**src/rtl/instr_fetch.sv**
```systemverilog
// rtl/instr_fetch.sv - MIPS instruction-fetch stage with IF/ID register and one-entry skid buffer
module instr_fetch #(
   parameter logic [31:0] RESET_PC = 32'h0000_0000
) (
   input  logic        clk,
   input  logic        rst_n,
   output logic        imem_req,
   output logic [31:0] imem_addr,
   input  logic        imem_ack,
   input  logic [31:0] imem_rdata,
   input  logic        stall,
   input  logic        branch_taken,
   input  logic [31:0] branch_target,
   input  logic        jump,
   input  logic [31:0] jump_target,
   output logic        valid_out,
   output logic [31:0] pc_out,
   output logic [31:0] instr_out,
   output logic [5:0]  op
);

   typedef enum logic [1:0] {
      FETCH = 2'd0,
      WAIT  = 2'd1,
      DRAIN = 2'd2
   } state_t;

   state_t      state, state_nxt;
   logic [31:0] pc, pc_nxt;
   logic [31:0] drain_addr, drain_addr_nxt;
   logic        ifid_valid, ifid_valid_nxt;
   logic [31:0] ifid_pc, ifid_pc_nxt;
   logic [31:0] ifid_instr, ifid_instr_nxt;
   logic        skid_valid, skid_valid_nxt;
   logic [31:0] skid_pc, skid_pc_nxt;
   logic [31:0] skid_instr, skid_instr_nxt;

   logic        redirect;
   logic [31:0] target_raw;
   logic [31:0] target;

   // Redirect selection: branch wins over jump, target forced word aligned.
   always_comb begin
      redirect   = branch_taken | jump;
      target_raw = branch_taken ? branch_target : jump_target;
      target     = {target_raw[31:2], 2'b00};
   end

   // State and datapath registers; reset abandons any outstanding request.
   always_ff @(posedge clk or negedge rst_n) begin
      if (!rst_n) begin
         state      <= FETCH;
         pc         <= RESET_PC;
         drain_addr <= 32'h0;
         ifid_valid <= 1'b0;
         ifid_pc    <= 32'h0;
         ifid_instr <= 32'h0;
         skid_valid <= 1'b0;
         skid_pc    <= 32'h0;
         skid_instr <= 32'h0;
      end else begin
         state      <= state_nxt;
         pc         <= pc_nxt;
         drain_addr <= drain_addr_nxt;
         ifid_valid <= ifid_valid_nxt;
         ifid_pc    <= ifid_pc_nxt;
         ifid_instr <= ifid_instr_nxt;
         skid_valid <= skid_valid_nxt;
         skid_pc    <= skid_pc_nxt;
         skid_instr <= skid_instr_nxt;
      end
   end

   // Next-state and memory-port logic; redirect is applied last so it overrides everything.
   always_comb begin
      state_nxt      = state;
      pc_nxt         = pc;
      drain_addr_nxt = drain_addr;
      ifid_valid_nxt = ifid_valid;
      ifid_pc_nxt    = ifid_pc;
      ifid_instr_nxt = ifid_instr;
      skid_valid_nxt = skid_valid;
      skid_pc_nxt    = skid_pc;
      skid_instr_nxt = skid_instr;
      imem_req       = 1'b0;
      imem_addr      = pc;

      case (state)
         FETCH: begin
            imem_req  = 1'b1;
            imem_addr = pc;
            if (redirect) begin
               // An unanswered request must be seen through before refetching.
               if (!imem_ack) begin
                  state_nxt      = DRAIN;
                  drain_addr_nxt = pc;
               end
            end else if (imem_ack) begin
               pc_nxt = pc + 32'd4;
               if (!ifid_valid || !stall) begin
                  ifid_valid_nxt = 1'b1;
                  ifid_pc_nxt    = pc;
                  ifid_instr_nxt = imem_rdata;
               end else begin
                  skid_valid_nxt = 1'b1;
                  skid_pc_nxt    = pc;
                  skid_instr_nxt = imem_rdata;
                  state_nxt      = WAIT;
               end
            end else if (!stall) begin
               // Decode took the current word and nothing new arrived.
               ifid_valid_nxt = 1'b0;
            end
         end
         WAIT: begin
            if (!stall) begin
               ifid_valid_nxt = skid_valid;
               ifid_pc_nxt    = skid_pc;
               ifid_instr_nxt = skid_instr;
               skid_valid_nxt = 1'b0;
               state_nxt      = FETCH;
            end
         end
         DRAIN: begin
            imem_req  = 1'b1;
            imem_addr = drain_addr;
            if (imem_ack) begin
               state_nxt = FETCH;
            end
         end
         default: begin
            state_nxt = FETCH;
         end
      endcase

      if (redirect) begin
         ifid_valid_nxt = 1'b0;
         skid_valid_nxt = 1'b0;
         pc_nxt         = target;
         if (state == WAIT) begin
            state_nxt = FETCH;
         end
      end
   end

   // IF/ID outputs; op is the raw opcode field, qualified downstream by valid_out.
   always_comb begin
      valid_out = ifid_valid;
      pc_out    = ifid_pc;
      instr_out = ifid_instr;
      op        = ifid_instr[31:26];
   end

endmodule

```
**config.mk**
```make
export PLATFORM = sky130hd
export DESIGN_NAME = instr_fetch
export DESIGN_NICKNAME = d
export VERILOG_FILES = /design/src/rtl/instr_fetch.sv
export SDC_FILE = /design/constraint.sdc
export NUM_CORES = 1
export LEC_CHECK = 0
export CAP_MARGIN = 10
export CORE_AREA = 8 8 199 106
export DETAILED_ROUTE_END_ITERATION = 12
export DIE_AREA = 0 0 207 114
export PLACE_DENSITY = 0.8
export SYNTH_ARGS = -nofsm -noshare
export SYNTH_HDL_FRONTEND = slang
export SYNTH_SLANG_ARGS = --single-unit
```
**constraint.sdc**
```tcl
create_clock -name clk -period 2.2 [get_ports clk]
set_input_delay 0.44 -clock clk [delete_from_list [all_inputs] [get_ports clk]]
set_output_delay 0.44 -clock clk [all_outputs]
set_load 0.005 [all_outputs]
```
; After elaboration in Yosys (flattened, before gate mapping)
; Cells that the tools add are included.
[word_totals]
mem_bits_ro = 0
output_inout_bits = 104
reg_bits = 196
ramBits = 0
memories = 0
in_bits = 102
latchBits = 0
[classes]
add_sub_neg = 1
reduce_logical = 15
div = 0
muxes = 35
n_shift = 0
eq_ne = 11
multipliers = 0
magnitude_cmp = 0
bitwise_logic = 4
[op_table]
columns = cell, count
row1 = 32-bit 2-to-1 mux, 13
row2 = 32-bit case mux with 2 select lines, 2
row3 = 32-bit by 3-bit adder with 32-bit output (second input constant), 1
row4 = 2-bit 2-to-1 mux, 8
row5 = 4-bit AND reduction, 3
row6 = 1-bit 2-to-1 mux, 9
row7 = 3-bit inequality test (second input constant), 3
row8 = 2-bit inequality test (second input constant), 4
row9 = 4-bit inequality test (second input constant), 2
row10 = 2-bit case mux with 3 select lines, 1
row11 = 2-bit nonzero test, 3
row12 = 5-bit AND reduction, 1
row13 = 1-bit case mux with 2 select lines, 2
row14 = 1-bit inverter, 3
row15 = 3-bit AND reduction, 1
row16 = 3-bit nonzero test, 1
row17 = 2-bit by 1-bit == test with 1-bit output (second input constant), 1
row18 = 2-bit == test (second input constant), 1
row19 = 1-bit logical NOT, 2
row20 = 2-bit logical NOT, 1
row21 = 2-bit AND reduction, 1
row22 = 2-bit OR reduction, 1
row23 = 1-bit logical OR, 1
row24 = 1-bit OR, 1

; Longest topological paths before layout
[depth]
word_depth = 8
ltp_mapped = 9
ltp_nobuf = 6

; Worst setup path before layout
; OpenSTA, ideal clock, no wires.
[synth_timing]
path_type = input port to flip-flop
start = input jump
end = register ifid_instr[0], in the netlist instr_out[0]
t_arrival_ns = 1.651
path_buffers = 4
slack_ns = 0.417
path_stages = 9
path_cell_list = buf_2 nor2_4 a21oi_1 or3_1 buf_2 buf_2 buf_2 nand2_1 o21ai_1
[synth_via]
elab_chain_cells = 3
[synth_rtl]
columns = element, line_no
row1 = from (decl), 14  ; input logic jump,
row2 = 1-bit OR, 44  ; redirect = branch_taken | jump;
row3 = 2-bit inequality test (no line), --
row4 = 5-bit AND reduction (no line), --
row5 = to (signal assigned), 67  ; ifid_instr <= ifid_instr_nxt;
row6 = to (decl), 33  ; logic [31:0] ifid_instr, ifid_instr_nxt;
; No other way between the ends.
; A chain may end at the register's enable or synchronous reset.

; Worst setup path in the final report
[layout_timing]
start = register state[0]
end = output imem_addr[7]
[layout_via]
elab_chain_cells = 2
[layout_rtl]
columns = element, line_no
row1 = from (decl), 28  ; state_t state, state_nxt;
row2 = from (signal assigned), 62  ; state <= state_nxt;
row3 = 2-bit == test, 88  ; case (state)
row4 = 32-bit 2-to-1 mux, 88
row5 = to (decl), 8  ; output logic [31:0] imem_addr,
; No other way between the ends.

==> impl_metrics.toml <==
[job]
cap_violations = 0

[grt]
grt_max_degree = 65
grt_pass1_vias = 7144
antenna_found_initial = 1
grt.total_usage_pct = 20.3
overflow = 0
grt_pass1_wl_mm = 38.7

[synthesis]
ys_warn_count = 0
yosys-top-cells-area = "dfrtp_1 51%, mux2_1 7.2%, mux2i_1 7.0%"
synth_edf_count = 0
syn_inst = 773
syn_avg_cell_area_um2 = 11.9
async_flop_share_pct = 100
synthTopCellsByCount = "188 x dfrtp_1, 81 x nand2_1, 65 x o21ai_1, 64 x mux2i_1, 59 x mux2_1"
yosysMostFrequentCell = "dfrtp_1"
ys_seq_area_share_pct = 51.1
yosys_most_used_dff = "dfrtp_1"
synth_top_area_share_pct = 51.1
syn_area_um2 = 9200
ys_seq_elements = 188
synth.distinct_cells = 62
synth_area_leader_cell = "dfrtp_1"

[sta]
finalCriticalPeriod_ns = 2.17
finalCritPeriodShare_pct = 98.7
relSlewSlack_pct = 64.9
rsz0062_at_grt = "true"
finalSetupViolCount = 0
hold_viol = 0
whs_ns = 0.486
fmax_mhz = 460
finClkSkew_ns = 0.0173
setup_ws_ns = 0.0282
maxSlewViolCount = 0
tightest_slew_ns = 0.526

[die]
start_util_pct = 50.7
num_rows = 35
fp.dieW_um = 207
core-area_um2 = 18100
dieHeight_um = 114
io_pins = 206
die_area_um2 = 23600

[worst_setup_path]
worst_setup_path_end_kind = "output pin"
startpoint_type = "flop"
critPathSlowestCell = "dfrtp_1"
worstPathRequired_ns = 1.76
cpLargestDelayFamily = "buffers and inverters"
crit_fanout = 6
arrival_ns = 1.73
cp.buffers_inverters = 3
worstSetupPathType = "reg -> out"
path_cells = "nor2b_4, buf_12, clkbuf_16, mux2_4, buf_6"
cp_slowest_stage_delay_ns = 0.41

[cts]
clk_latency_ns = 0.44
clock_sinks = 188
cts_made_buffers = 17
cts_max_level = 4
cts_root_buf = "clkbuf_16"
clk_pin_slew_ns = 0.07
cts.path.max_buffers = 2
cts_tree = "done"

[pwr]
leakagePower_nw = 5.51
power_mw = 10.6
powerDensity_nw_per_um2 = 860
ir_worst_vdd_mv = 0.563

[placed_design]
placedCellCount = 1184
port_buffers = 197
place_congestion = 0.841
post-place-ws_ns = -0.115
dp_hpwl_mm = 16.7

[final_layout]
multi_input_area_um2 = 4200
final_nets = 1073
drive_gt1_share_pct = 20.3
nFillCells = 1286
utilization_pct = 68.0
stdcell_count = 1224
syn_to_final_growth_pct = 34.0
seqCellArea_um2 = 4700

[route]
routed_wl_mm = 24.7
dr.pass1.iters = 4
ant_nets = 0
met3_length_um = 778
drtIter0Drc = 370
routed-via-count = 6714
wl_per_cell_um = 20.2
met1Wirelength_mm = 10.7
wl_met2_mm = 12.6
drc_errors = 0
top_layer = "met4"
routed_via_density = 5.49

[outcome]
status = "completed"

[worst_hold_path]
hold_class = "reg -> reg"
state kept, by name, indices dropped and copies added, names as in the netlist:
signal,count
instr_out,32
skid_valid,1
state,2
valid_out,1
skid_pc,30
skid_instr,32
drain_addr,30
pc,30
pc_out,30
cells in the final DEF, fill, tap and decap left out, types with 12 or more instances in the layout:
cell type / Yosys / routed
buf_12: 0 / 13
mux2_1: 59 / 59
nand3_1: 12 / 12
mux2i_1: 64 / 64
clkbuf_2: 1 / 19
clkdlybuf4s50_1: 0 / 165
clkbuf_16: 0 / 20
o21ai_1: 65 / 65
nand2_1: 81 / 81
o21ai_0: 14 / 14
a21oi_1: 19 / 19
xor2_1: 16 / 16
buf_4: 18 / 32
dfrtp_1: 188 / 188
mux2_4: 29 / 59
what timing repair did:
action | 4_1_cts | 5_1_grt
cloned | 1 | 3
gates resized for setup | 59 | 89
setup buffers | 4 | 1
setup endpoints to repair | 30 | 30
endpoints found under the hold margin | 7 | 0
hold buffers | 1 | 0
pin swaps | 0 | 0
metrics by stage:
step / setup TNS, ns / instance area (um^2)
final: 0 / 12300
after detailed placement: -6.03 / 11500
after CTS: -3.45 / 12200
after global routing: -0.265 / 12300
after global placement: -3.44 / 11500
after floorplan: 0 / 9210
cell type report:
| type | count | area share [%] |
|---|---|---|
| sequential | 188 | 38.2 |
| multi-input combinational | 513 | 34.1 |
| timing repair buffer | 247 | 20.2 |
| clock buffer | 18 | 3.56 |
| tap | 240 | 2.44 |
| clock inverter | 14 | 1.41 |
| inverter | 3 | 0.0914 |
| antenna | 1 | 0.0203 |
logic make-up after synthesis:
family	after synthesis	share of synthesized area, %
flip-flops	188	51.1
multiplexers	186	23.1
XOR/XNOR	22	2.09
buffers and inverters	75	4.68
AO/OA/AOI/OAI	140	8.81
AND/OR/NAND/NOR	160	10.0
adder cells (fa/ha/maj)	1	0.136
other	1	0.0408
power by group:
part	total, mW	switching [mW]	internal [mW]
logic	2.83	1.07	1.75
clock network	3.23	1.47	1.76
registers	4.54	0.439	4.10
path summary, 6_finish.rpt:
kind	from	end	slack, ns	cells after the start
max	state[0]	imem_addr[7]	0.03	5
min	skid_pc[18]	skid_pc[18]	0.49	1
max in group asynchronous	rst_n	skid_pc[10]	0.93	3
min in group asynchronous	rst_n	drain_addr[8]	0.55	2
max reg2reg	state[0]	drain_addr[3]	0.21	4
min reg2reg	skid_pc[18]	skid_pc[18]	0.49	1
per-layer routing:
layer,track usage (%),vias to the layer above
li1,-,3122
met1,24.8,3402
met2,35.6,153
met3,4.02,37
met4,7.63,0
met5,0,-
Note: power is estimated with default switching activity, not from simulation.
==> RTL edit (config.mk and constraints unchanged) <==
Register the inputs `branch_target` and `jump_target` before use, cleared by the reset. The logic sees them one clock later. The other inputs are not delayed to match.
--- a/src/rtl/instr_fetch.sv
+++ b/src/rtl/instr_fetch.sv
@@ -25,6 +25,19 @@
       DRAIN = 2'd2
    } state_t;
 
+   logic [31:0] branch_target_q;
+   logic [31:0] jump_target_q;
+
+   always_ff @(posedge clk or negedge rst_n) begin
+      if (!rst_n) begin
+         branch_target_q <= '0;
+         jump_target_q   <= '0;
+      end else begin
+         branch_target_q <= branch_target;
+         jump_target_q   <= jump_target;
+      end
+   end
+
    state_t      state, state_nxt;
    logic [31:0] pc, pc_nxt;
    logic [31:0] drain_addr, drain_addr_nxt;
@@ -42,7 +55,7 @@
    // Redirect selection: branch wins over jump, target forced word aligned.
    always_comb begin
       redirect   = branch_taken | jump;
-      target_raw = branch_taken ? branch_target : jump_target;
+      target_raw = branch_taken ? branch_target_q : jump_target_q;
       target     = {target_raw[31:2], 2'b00};
    end
 
Behaviour: not the same (a bounded check fails within 4 cycles, from zero or initial values and one cycle with rst_n low).
==> RTL edit against the original RTL <==
  * The run now ends with setup timing left
  * Area after synthesis rose by 15%
  * Cell area rose by 14%
  * Sequential cell count rose by 60
  * Global-route usage rose by 2.1 points
  * Routed wire length rose by 9.0%
  * Power rose by 14%
  * Sequential power rose by 22%
  * Clock skew fell by 7.3 ps
  * Setup slack got worse by 150 ps
  * Non-clock buffer count rose by 15
  * Die area did not move
  * Combinational power fell by 16%
  * Count of clock-buffer cells in the layout rose by 12
  * Critical path type unchanged
  * Critical endpoint is now imem_addr[26]
  * Highest routed layer unchanged
==> RTL edit: results (changes against the original RTL) <==
Yosys
  • Synth Area in XOR/XNOR: 1.82% (was 2.09%)
  • Synth top area cells: dfrtp_1 (59%), mux2_2 (13%), mux2i_1 (6.1%), nand2_1 (3.4%), o21ai_0 (3.3%) (was dfrtp_1 (51%), mux2_1 (7.2%), mux2i_1 (7.0%), mux2_4 (4.7%), mux2_2 (4.2%))
  • Mux cell area share after synthesis: 18.9% (was 23.1%)
  • Synth top cells by count: dfrtp_1 (248), mux2_2 (120), nand2_1 (95) (was dfrtp_1 (188), nand2_1 (81), o21ai_1 (65))
  • Avg Cell Area, Syn: 12.2 sq um (was 11.9 sq um)
  • Complex-gate fraction of the synthesized area: 7.67% (was 8.81%)
  • Cell variety after synth: 57 (was 62)
  • Seq/Total Area, Yosys: 58.5% (was 51.1%)

Worst setup path
  • Worst r2r path cells: 6 (was 4)
  • R2R Setup Slk: 120 ps (was 210 ps)
  • Worst setup path endpoint: imem_addr[26] (was imem_addr[7])
  • Reg-to-Reg End: pc[17] (was drain_addr[3])
  • Critical path peak fanout: 5 (was 6)
  • Worst EP arrival: 1880 ps (was 1730 ps)

Clock tree
  • Post_cts resized: 141 (was 59)
  • Worst skew pair latency: 510 ps (was 440 ps)
  • CTS H-tree lvls: 1 (was 4)
  • Num CTS Buffers: 22 (was 17)
  • CTS root buf: clkbuf_16 (unchanged)
  • Cts hold-fix bufs: 1 (unchanged)
  • Post-CTS setup buffers: 7 (was 4)

Outcome
  • Run status: complete, but fails checks (was finished, final reports clean)
  • Failing checks: setup timing

STA
  • Final setup viols: 30 (was 0)
  • Clock Skews: 10.1 ps (was 17.3 ps)
  • Post-route setup slack: -123 ps (was 28.2 ps)
  • Slew HR: 66.6% (was 64.9%)

Global routing
  • Pin count of the biggest net entering global routing: 77 (was 65)
  • Vias in the first global route: 7866 (was 7144)
  • Antenna violations before repair: 0 (was 1)
  • Met1 Use GR: 30.2% (was 24.8%)
  • GRT Total Usage: 22.4% (was 20.3%)
  • Grt met2 use: 37.3% (was 35.6%)
  • GR Layer Usage met3: 4.08% (was 4.02%)

Drt
  • Routed len/inst: 20.2 um (about the same)
  • Iteration-0 DRC Markers: 530 (was 370)
  • Met1 WL: 12100 um (was 10700 um)
  • Drt pass-1 iters: 5 (was 4)
  • Metal2 WL: 12700 um (was 12600 um)
  • Metal3 WL: 1520 um (was 778 um)

Placed design
  • IO Port Bufs: 197 (unchanged)
  • GP Congestion: 0.827 (was 0.841)

Cells and area
  • Layout cells sized above 1: 24.1% (was 20.3%)
  • Fill cell count: 1124 (was 1286)
  • # diodes: 0 (was 1)
  • Layout Nets: 1179 (was 1073)

Min path
  • WHS Endpoint: branch_target_q[13] (was skid_pc[18])
  • WHS Path Cells: 1 (unchanged)
  • Worst Hold Class: in -> reg (was reg -> reg)

Power
  • Comb power frac: 19.7% (was 26.7%)
  • Worst vdd ir: 0.504 mV (was 0.563 mV)
  • LEAKAGE: 6.18 nW (was 5.51 nW)
  • Switching pwr: 3.03 mW (was 2.98 mW)
  • Sequential Power: 5.52 mW (was 4.54 mW)
RTL edit: final cells by class:
| cell class | count | area, sq um | share of cell area, % |
|---|---|---|---|
| Sequential cell | 248 | 6210 | 44.1 |
| Multi-Input combinational cell | 538 | 4090 | 29.0 |
| Timing Repair Buffer | 262 | 2690 | 19.1 |
| Clock buffer | 30 | 622 | 4.42 |
| Tap cell | 240 | 300 | 2.13 |
| Clock inverter | 9 | 154 | 1.09 |
| Inverter | 4 | 15.0 | 0.107 |
RTL edit: stage by stage:
| step | hold WS [ps] | total power, mW | setup slack, ps | setup TNS [ps] | cell area, sq um |
|---|---|---|---|---|---|
| 2_1_floorplan | 144 | 6.41 | 114 | 0 | 10600 |
| 3_3_place_gp | 415 | 7.73 | -157 | -2020 | 13100 |
| 3_5_place_dp | 415 | 7.84 | -160 | -6160 | 13100 |
| 4_1_cts | 360 | 12.1 | -173 | -2990 | 14100 |
| 5_1_grt | 353 | 12.5 | -174 | -3880 | 14100 |
| 6_report | 374 | 12.0 | -123 | -2250 | 14100 |
